File: config.mk
export PLATFORM = sky130hd
export DESIGN_NAME = multicycle_controller
export DESIGN_NICKNAME = d
export VERILOG_FILES = /design/src/rtl/control_pkg.sv /design/src/rtl/condition_eval.sv /design/src/rtl/multicycle_controller.sv
export SDC_FILE = /design/constraint.sdc
export NUM_CORES = 1
export LEC_CHECK = 0
export CAP_MARGIN = 15
export CORE_MARGIN = 2
export CORE_UTILIZATION = 40
export CTS_CLUSTER_SIZE = 14
export DETAILED_ROUTE_END_ITERATION = 6
export PLACE_DENSITY = 0.88
export SLEW_MARGIN = 20
export SYNTH_ARGS = -nofsm -noshare
export SYNTH_HDL_FRONTEND = slang
export SYNTH_SLANG_ARGS = --single-unit
File: constraint.sdc
create_clock -name clk -period 1.6 [get_ports clk]
set_input_delay 0.24 -clock clk [delete_from_list [all_inputs] [get_ports clk]]
set_output_delay 0.24 -clock clk [all_outputs]
set_load 0.02 [all_outputs]
File: src/rtl/control_pkg.sv
// Shared definitions for the multicycle ARM-subset control unit.
// Contents:
//   ctrl_state_t - FSM state encoding
//   ALU_*        - ALUControl encodings
//   OP_*         - Instr[27:26] instruction class encodings
//   CMD_*        - data-processing cmd field (Instr[24:21]) opcodes
package control_pkg;

    typedef enum logic [3:0] {
        StFetch,
        StDecode,
        StMemAdr,
        StMemRd,
        StMemWb,
        StMemWr,
        StExeR,
        StExeI,
        StAluWb,
        StBranch,
        StUndef
    } ctrl_state_t;

    localparam logic [1:0] ALU_ADD = 2'b00;
    localparam logic [1:0] ALU_SUB = 2'b01;
    localparam logic [1:0] ALU_AND = 2'b10;
    localparam logic [1:0] ALU_ORR = 2'b11;

    localparam logic [1:0] OP_DP     = 2'b00;
    localparam logic [1:0] OP_MEM    = 2'b01;
    localparam logic [1:0] OP_BRANCH = 2'b10;
    localparam logic [1:0] OP_UNDEF  = 2'b11;

    localparam logic [3:0] CMD_AND = 4'b0000;
    localparam logic [3:0] CMD_SUB = 4'b0010;
    localparam logic [3:0] CMD_ADD = 4'b0100;
    localparam logic [3:0] CMD_CMP = 4'b1010;
    localparam logic [3:0] CMD_ORR = 4'b1100;

endpackage

File: src/rtl/condition_eval.sv
// ARM condition-code evaluation (purely combinational).
// Ports:
//   cond_i    - instruction condition field Instr[31:28]
//   flags_i   - registered {N,Z,C,V}
//   cond_ex_o - 1 when the instruction should commit its writes
module condition_eval (
    input  logic [3:0] cond_i,
    input  logic [3:0] flags_i,
    output logic       cond_ex_o
);

    logic n, z, c, v;

    always_comb begin
        {n, z, c, v} = flags_i;
        cond_ex_o    = 1'b0;
        case (cond_i)
            4'b0000: cond_ex_o = z;                // EQ
            4'b0001: cond_ex_o = ~z;               // NE
            4'b0010: cond_ex_o = c;                // CS
            4'b0011: cond_ex_o = ~c;               // CC
            4'b0100: cond_ex_o = n;                // MI
            4'b0101: cond_ex_o = ~n;               // PL
            4'b0110: cond_ex_o = v;                // VS
            4'b0111: cond_ex_o = ~v;               // VC
            4'b1000: cond_ex_o = c & ~z;           // HI
            4'b1001: cond_ex_o = ~c | z;           // LS
            4'b1010: cond_ex_o = (n == v);         // GE
            4'b1011: cond_ex_o = (n != v);         // LT
            4'b1100: cond_ex_o = ~z & (n == v);    // GT
            4'b1101: cond_ex_o = z | (n != v);     // LE
            4'b1110: cond_ex_o = 1'b1;             // AL
            default: cond_ex_o = 1'b0;             // 1111: never commits
        endcase
    end

endmodule

File: src/rtl/multicycle_controller.sv
// Multicycle control unit for the ARM-subset processor.
// Sequences the shared datapath, holds the NZCV flag register and gates all
// architectural writes with the instruction's condition.
// Ports:
//   clk, rst_n              - clock, synchronous active-low reset
//   Cond, Op, Funct, Rd     - instruction fields from the IR
//   ALUFlags                - {N,Z,C,V} from the ALU
//   MemReady                - memory completed the current access
//   PCWrite/RegWrite/MemWrite/IRWrite - write enables
//   AdrSrc, ALUSrcA, ALUSrcB, ResultSrc, ALUControl, ImmSrc, RegSrc - datapath selects
//   Flags                   - registered NZCV
//   InstrDone               - pulse in an instruction's final cycle
module multicycle_controller
    import control_pkg::*;
(
    input  logic       clk,
    input  logic       rst_n,
    input  logic [3:0] Cond,
    input  logic [1:0] Op,
    input  logic [5:0] Funct,
    input  logic [3:0] Rd,
    input  logic [3:0] ALUFlags,
    input  logic       MemReady,
    output logic       PCWrite,
    output logic       RegWrite,
    output logic       MemWrite,
    output logic       IRWrite,
    output logic       AdrSrc,
    output logic       ALUSrcA,
    output logic [1:0] ALUSrcB,
    output logic [1:0] ResultSrc,
    output logic [1:0] ALUControl,
    output logic [1:0] ImmSrc,
    output logic [1:0] RegSrc,
    output logic [3:0] Flags,
    output logic       InstrDone
);

    ctrl_state_t state_q, state_d;
    logic [3:0]  flags_q, flags_d;
    logic        cond_ex_q, cond_ex_d;
    logic        cond_ex;

    logic [1:0]  dp_alu_ctrl;
    logic        no_write;
    logic [1:0]  flag_w;

    logic        pc_we, reg_we, mem_we, ir_we, done;
    logic        is_exe, is_wb;

    condition_eval u_condition_eval (
        .cond_i    (Cond),
        .flags_i   (flags_q),
        .cond_ex_o (cond_ex)
    );

    // Data-processing decode from the cmd and S fields.
    always_comb begin
        dp_alu_ctrl = ALU_ADD;
        no_write    = 1'b0;
        flag_w      = 2'b00;
        case (Funct[4:1])
            CMD_ADD: begin
                dp_alu_ctrl = ALU_ADD;
                flag_w      = {Funct[0], Funct[0]};
            end
            CMD_SUB: begin
                dp_alu_ctrl = ALU_SUB;
                flag_w      = {Funct[0], Funct[0]};
            end
            CMD_AND: begin
                dp_alu_ctrl = ALU_AND;
                flag_w      = {Funct[0], 1'b0};
            end
            CMD_ORR: begin
                dp_alu_ctrl = ALU_ORR;
                flag_w      = {Funct[0], 1'b0};
            end
            CMD_CMP: begin
                // Compare always sets all flags and never writes a register.
                dp_alu_ctrl = ALU_SUB;
                no_write    = 1'b1;
                flag_w      = 2'b11;
            end
            default: begin
                no_write = 1'b1;
                flag_w   = 2'b00;
            end
        endcase
    end

    assign is_exe = (state_q == StExeR) || (state_q == StExeI);
    assign is_wb  = (state_q == StMemWb) || (state_q == StAluWb);

    // Condition is frozen at the end of DECODE so the writeback sees the
    // pre-execute flags even though EXE may have updated them.
    assign cond_ex_d = (state_q == StDecode) ? cond_ex : cond_ex_q;

    always_comb begin
        flags_d = flags_q;
        if (is_exe && cond_ex_q) begin
            if (flag_w[1]) flags_d[3:2] = ALUFlags[3:2];
            if (flag_w[0]) flags_d[1:0] = ALUFlags[1:0];
        end
    end

    always_ff @(posedge clk) begin
        if (!rst_n) begin
            state_q   <= StFetch;
            flags_q   <= 4'b0000;
            cond_ex_q <= 1'b0;
        end else begin
            state_q   <= state_d;
            flags_q   <= flags_d;
            cond_ex_q <= cond_ex_d;
        end
    end

    // Next state and Moore-style output decode.
    always_comb begin
        state_d    = state_q;
        pc_we      = 1'b0;
        reg_we     = 1'b0;
        mem_we     = 1'b0;
        ir_we      = 1'b0;
        done       = 1'b0;
        AdrSrc     = 1'b0;
        ALUSrcA    = 1'b0;
        ALUSrcB    = 2'b00;
        ResultSrc  = 2'b00;
        ALUControl = ALU_ADD;

        unique case (state_q)
            StFetch: begin
                ALUSrcA   = 1'b1;
                ALUSrcB   = 2'b10;
                ResultSrc = 2'b10;
                if (MemReady) begin
                    ir_we   = 1'b1;
                    pc_we   = 1'b1;
                    state_d = StDecode;
                end
            end
            StDecode: begin
                ALUSrcA = 1'b1;
                ALUSrcB = 2'b10;
                case (Op)
                    OP_MEM:    state_d = StMemAdr;
                    OP_BRANCH: state_d = StBranch;
                    OP_DP:     state_d = Funct[5] ? StExeI : StExeR;
                    default:   state_d = StUndef;
                endcase
            end
            StMemAdr: begin
                ALUSrcB = 2'b01;
                state_d = Funct[0] ? StMemRd : StMemWr;
            end
            StMemRd: begin
                AdrSrc = 1'b1;
                if (MemReady) state_d = StMemWb;
            end
            StMemWr: begin
                AdrSrc = 1'b1;
                mem_we = cond_ex_q;
                if (MemReady) begin
                    done    = 1'b1;
                    state_d = StFetch;
                end
            end
            StExeR: begin
                ALUSrcB    = 2'b00;
                ALUControl = dp_alu_ctrl;
                state_d    = StAluWb;
            end
            StExeI: begin
                ALUSrcB    = 2'b01;
                ALUControl = dp_alu_ctrl;
                state_d    = StAluWb;
            end
            StMemWb, StAluWb: begin
                ResultSrc = (state_q == StMemWb) ? 2'b01 : 2'b00;
                done      = 1'b1;
                state_d   = StFetch;
            end
            StBranch: begin
                ALUSrcB   = 2'b01;
                ResultSrc = 2'b10;
                pc_we     = cond_ex_q;
                done      = 1'b1;
                state_d   = StFetch;
            end
            StUndef: begin
                done    = 1'b1;
                state_d = StFetch;
            end
            default: state_d = StFetch;
        endcase

        // Writes to R15 redirect the PC instead of the register file.
        if (is_wb) begin
            if (Rd == 4'd15) pc_we  = cond_ex_q;
            else             reg_we = cond_ex_q & ~no_write;
        end
    end

    assign PCWrite   = pc_we & rst_n;
    assign RegWrite  = reg_we & rst_n;
    assign MemWrite  = mem_we & rst_n;
    assign IRWrite   = ir_we & rst_n;
    assign InstrDone = done & rst_n;

    assign ImmSrc = Op;
    assign RegSrc = {Op == OP_MEM, Op == OP_BRANCH};
    assign Flags  = flags_q;

endmodule

# After elaboration in Yosys (flattened, before gate mapping)

Index checks and enable logic that the tools add are counted.
W data, S select, Z words.

Register bits: 9
Output and inout bits: 21
Logic and storage cells: 100
Input port bits: 23

Bitwise operators: 14
Reductions and logical operators: 21
Mux-type cells: 25
Equality and inequality tests: 36

Operators with widths:

| kind                 | number |
|---|---|
| $eq A4 B4 Y1 const B | 13 |
| $eq A4 B3 Y1 const B | 9 |
| $pmux W4 S6          | 1 |
| $eq A4 B2 Y1 const B | 5 |
| $reduce_or A2 Y1     | 8 |
| $pmux W1 S15         | 1 |
| $logic_not A4 Y1     | 3 |
| $mux W4              | 3 |
| $pmux W2 S3          | 2 |
| $pmux W4 S3          | 1 |
| $mux W1              | 11 |
| $and A1 B1 Y1        | 8 |
| $eq A4 B1 Y1 const B | 2 |
| $pmux W2 S2          | 2 |
| $reduce_or A4 Y1     | 2 |
| $ne A2 B2 Y1 const B | 3 |
| $not A1 Y1           | 4 |
| $pmux W1 S2          | 2 |
| $reduce_and A2 Y1    | 2 |
| $mux W3              | 1 |
| $reduce_and A3 Y1    | 1 |
| $reduce_or A3 Y1     | 1 |
| $eq A2 B1 Y1 const B | 1 |
| $eq A2 B2 Y1 const B | 1 |
| 7 further kinds      | 9 |

# Depth between registers and ports, before layout

Gate-level depths: netlist of run 1.

Depth in word-level cells: 6
Gate-level depth with buffers: 6
Mapped depth without buffers: 5

# By module

From an unflattened synthesis of run 1, not the netlist that was laid out.

Cell total of the unflattened synthesis: 136
Area total of the unflattened synthesis: 985.9 µm²

By module, submodules not included:

| module                | times used | area each (µm²) | sequential area each (µm²) | cells each |
|---|---|---|---|---|
| multicycle_controller | 1          | 792.0           | 180.2                      | 108 |
| condition_eval        | 1          | 193.9           | 0.0                        | 28 |

# Worst setup path after synthesis of run 1

Ideal clock, no wire load.

Path type: register to output
Start: register state_q[1]
End: output PCWrite
Cell stages (with the launch flop): 5
Data arrival time: 1,461 ps
Path slack: -101 ps
Required time: 1,360 ps
Buffers on the path: 1
Cells stage by stage: dfxtp_1 > buf_2 > or2_1 > nor3_1 > a21o_1

Cells in the longest elaborated chain, start to end: 5
Elaborated cells on any way between the ends: 9
Classes of those cells: eq/ne: 3; mux: 3; bitwise: 1; reduce/logical: 2

RTL lines:

| element                                                 | line                         | source |
|---|---|---|
| start, declared                                         | multicycle_controller.sv:39  | `ctrl_state_t state_q, state_d;` |
| start signal, assigned                                  | multicycle_controller.sv:109 | `state_q <= StFetch;` |
| start signal, assigned                                  | multicycle_controller.sv:113 | `state_q <= state_d;` |
| $eq A4 B4 Y1 / $logic_not A4 Y1 (equally long branches) | multicycle_controller.sv:133 | `unique case (state_q)` |
| $pmux W1 S2                                             | multicycle_controller.sv:133 |  |
| $mux W1                                                 | multicycle_controller.sv:201 | `if (Rd == 4'd15) pc_we = cond_ex_q;` |
| $mux W1 (*)                                             | multicycle_controller.sv:200 | `if (is_wb) begin` |
| $and A1 B1 Y1 (*)                                       | multicycle_controller.sv:206 | `assign PCWrite = pc_we & rst_n;` |
| end, declared                                           | multicycle_controller.sv:24  | `output logic PCWrite,` |

Every way passes the cells marked *; elsewhere a longest branch is shown, timed or not.

# Worst setup path after layout of run 1

Start: input MemReady
End: output InstrDone

Cells in the longest elaborated chain, start to end: 3

RTL lines:

| element         | line                         | source |
|---|---|---|
| start, declared | multicycle_controller.sv:23  | `input logic MemReady,` |
| $mux W1         | multicycle_controller.sv:165 | `if (MemReady) begin` |
| $pmux W1 S2     | multicycle_controller.sv:133 |  |
| $and A1 B1 Y1   | multicycle_controller.sv:210 | `assign InstrDone = done & rst_n;` |
| end, declared   | multicycle_controller.sv:36  | `output logic InstrDone` |

No other way between the ends.

==> results by group, run 1 <==
Status
  • Run status: finished with violations
  • Failing checks: negative setup slack

Final layout
  • Multi-input combinational cell area: roughly 800 um^2
  • Area overhead of the layout relative to synthesis: 83.3%
  • Fraction of the core area covered by cells at the end of the flow: 78.0%
  • Cell area after layout: 1740 um^2
  • Fraction of final layout cells with drive strength greater than 1: roughly 38%
  • Fill cell total of the finished layout: between 150 and 200
  • Area of all sequential standard cells: roughly 190 um^2
  • Final antenna diode count: 0
  • Post-layout net count: around 230

Setup path
  • Worst reg2reg path startpoint: state_q[3]
  • Largest driver fanout on the critical path: 3
  • Reg2reg path depth: 7
  • Register-to-register setup slack: 120 ps
  • Launch point of the worst path: MemReady
  • Arrival time of data at the critical path endpoint: 1440 ps
  • Category of the worst setup path capture point: output pin
  • Category of the critical setup timing path: primary input to output pin
  • Worst flop-to-flop path endpoint: Flags[2]
  • Data required time of the critical path: approximately 1400 ps
  • Capture point of the worst path: InstrDone
  • Critical path startpoint category: primary input

Synth
  • Number of register bits inferred by synthesis: 9
  • Dominant combinational cell family by area after synthesis: simple AND/OR/NAND/NOR gates
  • Post-synthesis cell count: approximately 140
  • Simple-Gate Fraction of Synth Area: approximately 40%
  • Synth Net Count: 160
  • Xor-xnor portion of the synthesized cell area: between 4 and 5%
  • Yosys warning count: 0
  • Synthesized cell area: 951 um^2
  • Async set-reset flop share out of synthesis: 0%
  • Number of library cell types mapped by synthesis: a little over 40
  • Adder-cell share of the synthesized area: 0%
  • Primary flip-flop cell chosen by synthesis mapping: dfxtp_1
  • EDFF count, synth: 0
  • Synth Area in Compound Gates: about 22%
  • Fraction of synthesized area in multiplexers: under 10%
  • Average footprint of a synthesized cell: ~6.9 um^2
  • Part of the Yosys area used for sequential elements: a little under a fifth

Timing
  • FMAX: ~590 MHz
  • Max-slew headroom at the worst pin: between 70% and 80%
  • Layout Skew: 10.7 ps
  • Post-route setup slack: -83.1 ps
  • Number of setup violations in the final report: 4
  • Unrepaired setup endpoints after global routing: yes
  • Final critical-path share of the clock period: 105%
  • Final Hold Fails: 0
  • Final slew viol count: 0
  • Fin crit period: between 1500 and 2000 ps
  • Measured slew at the worst slew-check pin: around 440 ps

Route
  • WL final: around 3700 um
  • Number of vias per cell after detailed routing: ~5.6
  • Initial DRT Pass Iterations: 4
  • Detailed router's first-iteration violation count: between 40 and 50
  • Via Count: between 1000 and 1500
  • Final antenna-violating net count: 0
  • Routed wire length per instance: 15.5 um
  • # DRC: 0

Global route
  • Global-route wire length before repair: around 5400 um
  • Sum of overflow across all layers after global routing: 0
  • Antenna violations before repair: 0
  • Aggregate global-route resource usage: between 20% and 30%
  • Number of global-route vias before repair: 1262
  • Largest net degree at the start of global routing: 11

Floorplan
  • Site row count: 17
  • Die Height: around 53 um
  • Number of I/O pins: 44
  • Initial Utilization: around 43%
  • Core box area: 2230 um^2
  • Total Die Area: about 2800 um^2
  • Die width: 52.8 um

CTS
  • Clk slew on worst S/H paths: ~70 ps
  • Cts bufs inserted: 3
  • Clk sink count: 9
  • CTS tree: built
  • H-tree depth: 1
  • Clock Tree Buf Depth: 2
  • CTS Root Cell: clkbuf_4
  • Clk_lat worst skew: about 270 ps

Power and ir drop
  • Maximum VDD drop: between 0.7 and 0.8 mV
  • Total power: 0.936 mW
  • Leakage power summed over all cells: 0.769 nW
  • Total power divided by cell area: 537 nW/um^2

Min path
  • Class of the tightest hold or removal check: primary input to flip-flop

Placement
  • Post-Place Cell Area: about 1600 um^2
  • Placed wire-length estimate after detailed placement: approximately 2500 um
  • IO Port Bufs: 43
  • Final weighted congestion in routability-driven placement: between 0.8 and 0.9

Flow run
  • Max cap viols: 0
[per-layer routing]
| metal | track usage, % | wire length [um] | vias up |
|---|---|---|---|
| met1 | 32.0 | 1560 | 614 |
| met4 | 8.97 | 68 | 0 |
| met5 | 0 | 0 | - |
| met3 | 3.43 | 247 | 8 |
| met2 | 45.4 | 1790 | 64 |
| li1 | - | - | 639 |
[power by group]
group / internal (mW) / switching, mW
Sequential: 0.235 / 0.0151
Combinational: 0.261 / 0.247
Clock: 0.0922 / 0.0851
Total: 0.589 / 0.348
[through the flow]
| stage | setup slack, ps | cells | hold slack (ps) | setup TNS (ps) |
|---|---|---|---|---|
| 2_1_floorplan | 54.3 | 137 | 373 | 0 |
| 3_3_place_gp | -436 | 229 | 513 | -4100 |
| 3_5_place_dp | -495 | 229 | 531 | -4760 |
| 4_1_cts | -153 | 236 | 509 | -248 |
| 5_1_grt | -172 | 237 | 505 | -636 |
| 6_report | -83.1 | 237 | 512 | -166 |
[synthesized netlist by cell type, types with 5 or more instances]
master	instances	area, um^2
nand2_1	13	48.8
nor2_1	12	45.0
nor2b_1	11	68.8
dfxtp_1	9	180
a21oi_1	8	40.0
nor3_1	8	40.0
clkbuf_1	6	22.5
mux2i_1	6	60.1
o21ai_0	6	30.0
nor3b_1	5	37.5
[area by class of cell]
type                            count  share of cell area (%)
Tap cell                           28                    2.01
Timing Repair Buffer               80                    39.3
Sequential cell                     9                    11.1
Clock buffer                        3                    1.29
Inverter                            4                   0.861
Multi-Input combinational cell    112                    45.2
Clock inverter                      1                   0.287
[cells in the final DEF, fill, tap and decap left out, types with 2 or more instances in the layout]
cell type	n
nor3b_1	2
o22ai_1	2
nor3_1	6
buf_2	4
dfxtp_4	3
xor2_1	4
nor2b_1	5
nand3b_1	4
buf_6	6
nor3b_2	3
clkbuf_4	3
o21ai_1	3
a31oi_1	3
nand2b_1	4
dlygate4sd2_1	7
clkbuf_2	2
nand2_1	12
o21ai_0	4
dfxtp_1	5
mux2i_1	5
nand3_1	4
clkdlybuf4s50_1	22
inv_1	3
nor2b_2	5
buf_4	37
a21oi_1	7
nor3_2	2
nor2_1	10
[timing repair]
action / in CTS / in global routing
hold buffers: 0 / 0
setup endpoints to repair: 19 / 11
resized for setup: 79 / 30
pin swaps: 3 / 7
buffers inserted: 3 / 1
[flip-flops by register name (all words and copies together) (netlist names)]
name	flops
Flags	4
state_q	4
cond_ex_q	1
[critical path, stage by stage]
cell	delay [ps]
clkdlybuf4s50_1	420
inv_1	140
nand2_1	90
a21oi_2	140
o22ai_1	90
and2_1	160
buf_2	150
[kinds of logic after synthesis]
| kind of cell | Yosys count |
|---|---|
| AO/OA/AOI/OAI | 32 |
| XOR/XNOR | 5 |
| buffers and inverters | 16 |
| flip-flops | 9 |
| multiplexers | 6 |
| AND/OR/NAND/NOR | 69 |
[worst min path at each step]
stage                 from       end  slack [ps]  depth (start not counted)
2_1_floorplan  ALUFlags[0]  Flags[0]         370                          2
3_5_place_dp      Flags[1]  Flags[1]         530                          2
5_1_grt        ALUFlags[0]  Flags[0]         500                          3
3_3_place_gp      Flags[1]  Flags[1]         510                          2
6_report       ALUFlags[0]  Flags[0]         510                          3
4_1_cts        ALUFlags[0]  Flags[0]         510                          3
No activity file was read; power rests on OpenSTA's default activity.
==> run 2, diff against run 1 <==
- CELL_PAD_IN_SITES_DETAIL_PLACEMENT: not set -> 0
- CELL_PAD_IN_SITES_GLOBAL_PLACEMENT: not set -> 2
- CORE_MARGIN: 2 -> 1
- CORE_UTILIZATION: 40 -> 21
- PLACE_DENSITY: 0.88 -> 0.9
==> results by group, run 2 (synthesized netlist as in run 1, its figures left out) <==
CTS
  • Clk slew on worst S/H paths: 40 ps (-30 ps)
  • H-tree depth: 1 (unchanged)
  • CTS tree: built
  • Clock Tree Buf Depth: 2 (unchanged)
  • Clk_lat worst skew: 230 ps (-40 ps)
  • Post-cts hold buffer count: 0 (unchanged)
  • CTS Root Cell: clkbuf_8
  • Cts bufs inserted: 3 (unchanged)
  • Clk sink count: 9 (unchanged)

Route
  • # DRC: 0 (unchanged)
  • Initial DRT Pass Iterations: 4 (unchanged)
  • Detailed router's first-iteration violation count: 29 (-38%)
  • Routed wire length per instance: 11.9 um (-23%)
  • Number of vias per cell after detailed routing: 4.61 (-18%)
  • Via Count: 1281 (-3.3%)
  • Final antenna-violating net count: 0 (unchanged)
  • WL final: 3320 um (-9.5%)

Timing
  • Measured slew at the worst slew-check pin: 367 ps (-71.5 ps)
  • Max-slew headroom at the worst pin: 75.5% (+4.8 points)
  • Unrepaired setup endpoints after global routing: yes
  • FMAX: 619 MHz (+4.2%)
  • Final slew viol count: 0 (unchanged)
  • Number of setup violations in the final report: 1 (-3)
  • Fin crit period: 1620 ps (-67.3 ps)
  • Final critical-path share of the clock period: 101% (-4.2 points)
  • Final Hold Fails: 0 (unchanged)
  • Sum of negative setup slack: -15.8 ps (+150 ps)
  • Post-route setup slack: -15.8 ps (+67.3 ps)
  • Layout Skew: 2.15 ps (-8.57 ps)

Global route
  • Sum of overflow across all layers after global routing: 0 (unchanged)
  • Most utilized layer in the global route result: met2
  • Largest net degree at the start of global routing: 11 (unchanged)
  • Aggregate global-route resource usage: 13.3% (-13 points)
  • Number of global-route vias before repair: 1201 (-4.8%)
  • Routing usage on met1: 17.4% (-15 points)
  • Met3 usage: 3.49% (+0.060 points)
  • Met2 track utilization from global routing: 21.8% (-24 points)
  • Antenna violations before repair: 0 (unchanged)
  • Global-route wire length before repair: 5250 um (-2.1%)

Setup path
  • Data required time of the critical path: 1360 ps (about the same)
  • Critical path startpoint category: flip-flop
  • CP peak stage delay: 360 ps (-60 ps)
  • Critical Path Most Common Cell: buf_6
  • Ordered list of cells on the worst path: buf_6 -> nor2_4 -> nand2_2 -> nor3_2 -> buf_4 -> a21o_1 -> buf_6
  • Largest driver fanout on the critical path: 5 (+2)
  • Slowest cell on the critical path: dfxtp_4
  • Arrival time of data at the critical path endpoint: 1380 ps (-60 ps)
  • Category of the worst setup path capture point: output pin
  • Category of the critical setup timing path: flip-flop to output pin

Power and ir drop
  • Leakage power summed over all cells: 0.877 nW (+14%)
  • Clk pwr share: 24.3% (+5.4 points)
  • Total power: 1.06 mW (+13%)
  • Net switching component of the power: 0.340 mW (-2.3%)
  • Net switching fraction of the power: 32.1% (-5.0 points)
  • Internal power component: 0.719 mW (+22%)
  • Total power divided by cell area: 549 nW/um^2 (+2.2%)
  • Share of power burned in registers: 23.9% (-2.9 points)
  • Combinational power share: 51.8% (-2.5 points)
  • Maximum VDD drop: 0.280 mV (-60%)

Final layout
  • Post-layout net count: 250 (+7.3%)
  • Fill cell total of the finished layout: 429 (+170%)
  • Area of all sequential standard cells: 190 um^2 (-1.3%)
  • Final standard cell count with taps included and fillers excluded: 278 (+17%)
  • Area overhead of the layout relative to synthesis: 103%
  • Final antenna diode count: 0 (unchanged)
  • Most common library cell in the layout ignoring fill and taps: buf_4
  • Multi-input combinational cell area: 796 um^2 (+0.95%)
  • Leading cell types in the layout, fill and taps excluded: buf_4 (55), clkdlybuf4s50_1 (21), nand2_1 (12)
  • Fraction of final layout cells with drive strength greater than 1: 42.9% (+5.1 points)
  • Cell area after layout: 1930 um^2 (+11%)

Placement
  • Post-Place Cell Area: 1680 um^2 (+4.2%)
  • Placed wire-length estimate after detailed placement: 2370 um (-4.6%)
  • IO Port Bufs: 43 (unchanged)
  • Setup slack after placement: -484 ps (+10.4 ps)
  • Placed cells: 258 (+13%)
  • Final weighted congestion in routability-driven placement: 0.795 (-12%)

Status
  • Failing checks: negative setup slack
  • Run status: finished with violations

Floorplan
  • Die width: 69.3 um (+31%)
  • Initial Utilization: 21.8% (-21 points)
  • Total Die Area: 4800 um^2 (+73%)
  • Number of I/O pins: 44 (unchanged)
  • Site row count: 24 (+7)
  • Die Height: 69.3 um (+31%)
  • Core box area: 4350 um^2 (+95%)

Min path
  • Class of the tightest hold or removal check: flip-flop to flip-flop

Flow run
  • Max cap viols: 0 (unchanged)
==> run 2: power by group through the flow <==
stage               combinational, mW  sequential, mW  clock (mW)
finish                          0.548           0.253       0.257
global route                    0.594           0.255       0.284
CTS                             0.517           0.250       0.264
detailed placement              0.480           0.251           0
global placement                0.480           0.251           0
floorplan                       0.222           0.246           0
==> run 2: final timing paths <==
kind	startpoint	endpoint	slack [ps]	depth (start not counted)
setup / recovery	state_q[2]	PCWrite	-20	7
setup reg to reg	state_q[2]	state_q[1]	60	10
hold reg to reg	Flags[1]	Flags[1]	520	2
hold / removal	Flags[1]	Flags[1]	520	2
==> run 2: worst max-delay path, delay by kind of cell (launching register included) <==
| family | cells | cell delay, ps |
|---|---|---|
| AOI/OAI and AO/OA | 1 | 90 |
| DFF | 1 | 360 |
| and+or+nand+nor | 3 | 320 |
| buffers and inverters | 3 | 380 |
==> run 2: per-stage QoR <==
step | util, % | hold WS (ps)
finish | 44.3 | 517
global route | 44.3 | 552
CTS | 42.2 | 520
detailed placement | 38.7 | 514
global placement | 38.7 | 516
floorplan | - | 373
==> run 2: final cells by class <==
| type | count | share of cell area (%) |
|---|---|---|
| Tap cell | 52 | 3.37 |
| Inverter | 4 | 0.779 |
| Timing Repair Buffer | 97 | 42.4 |
| Sequential cell | 9 | 9.86 |
| Clock buffer | 4 | 2.34 |
| Multi-Input combinational cell | 112 | 41.3 |
==> run 2: repair_timing <==
action / CTS / global route
gates cloned: 0 / 0
pin swaps: 4 / 6
resized for setup: 70 / 39
setup buffers: 14 / 3
setup endpoints to repair: 18 / 19
==> run 2: per-layer routing <==
layer	up-vias	wire length (um)
met5	-	0
met4	0	50
met3	6	150
met2	29	1520
met1	577	1600
li1	669	-
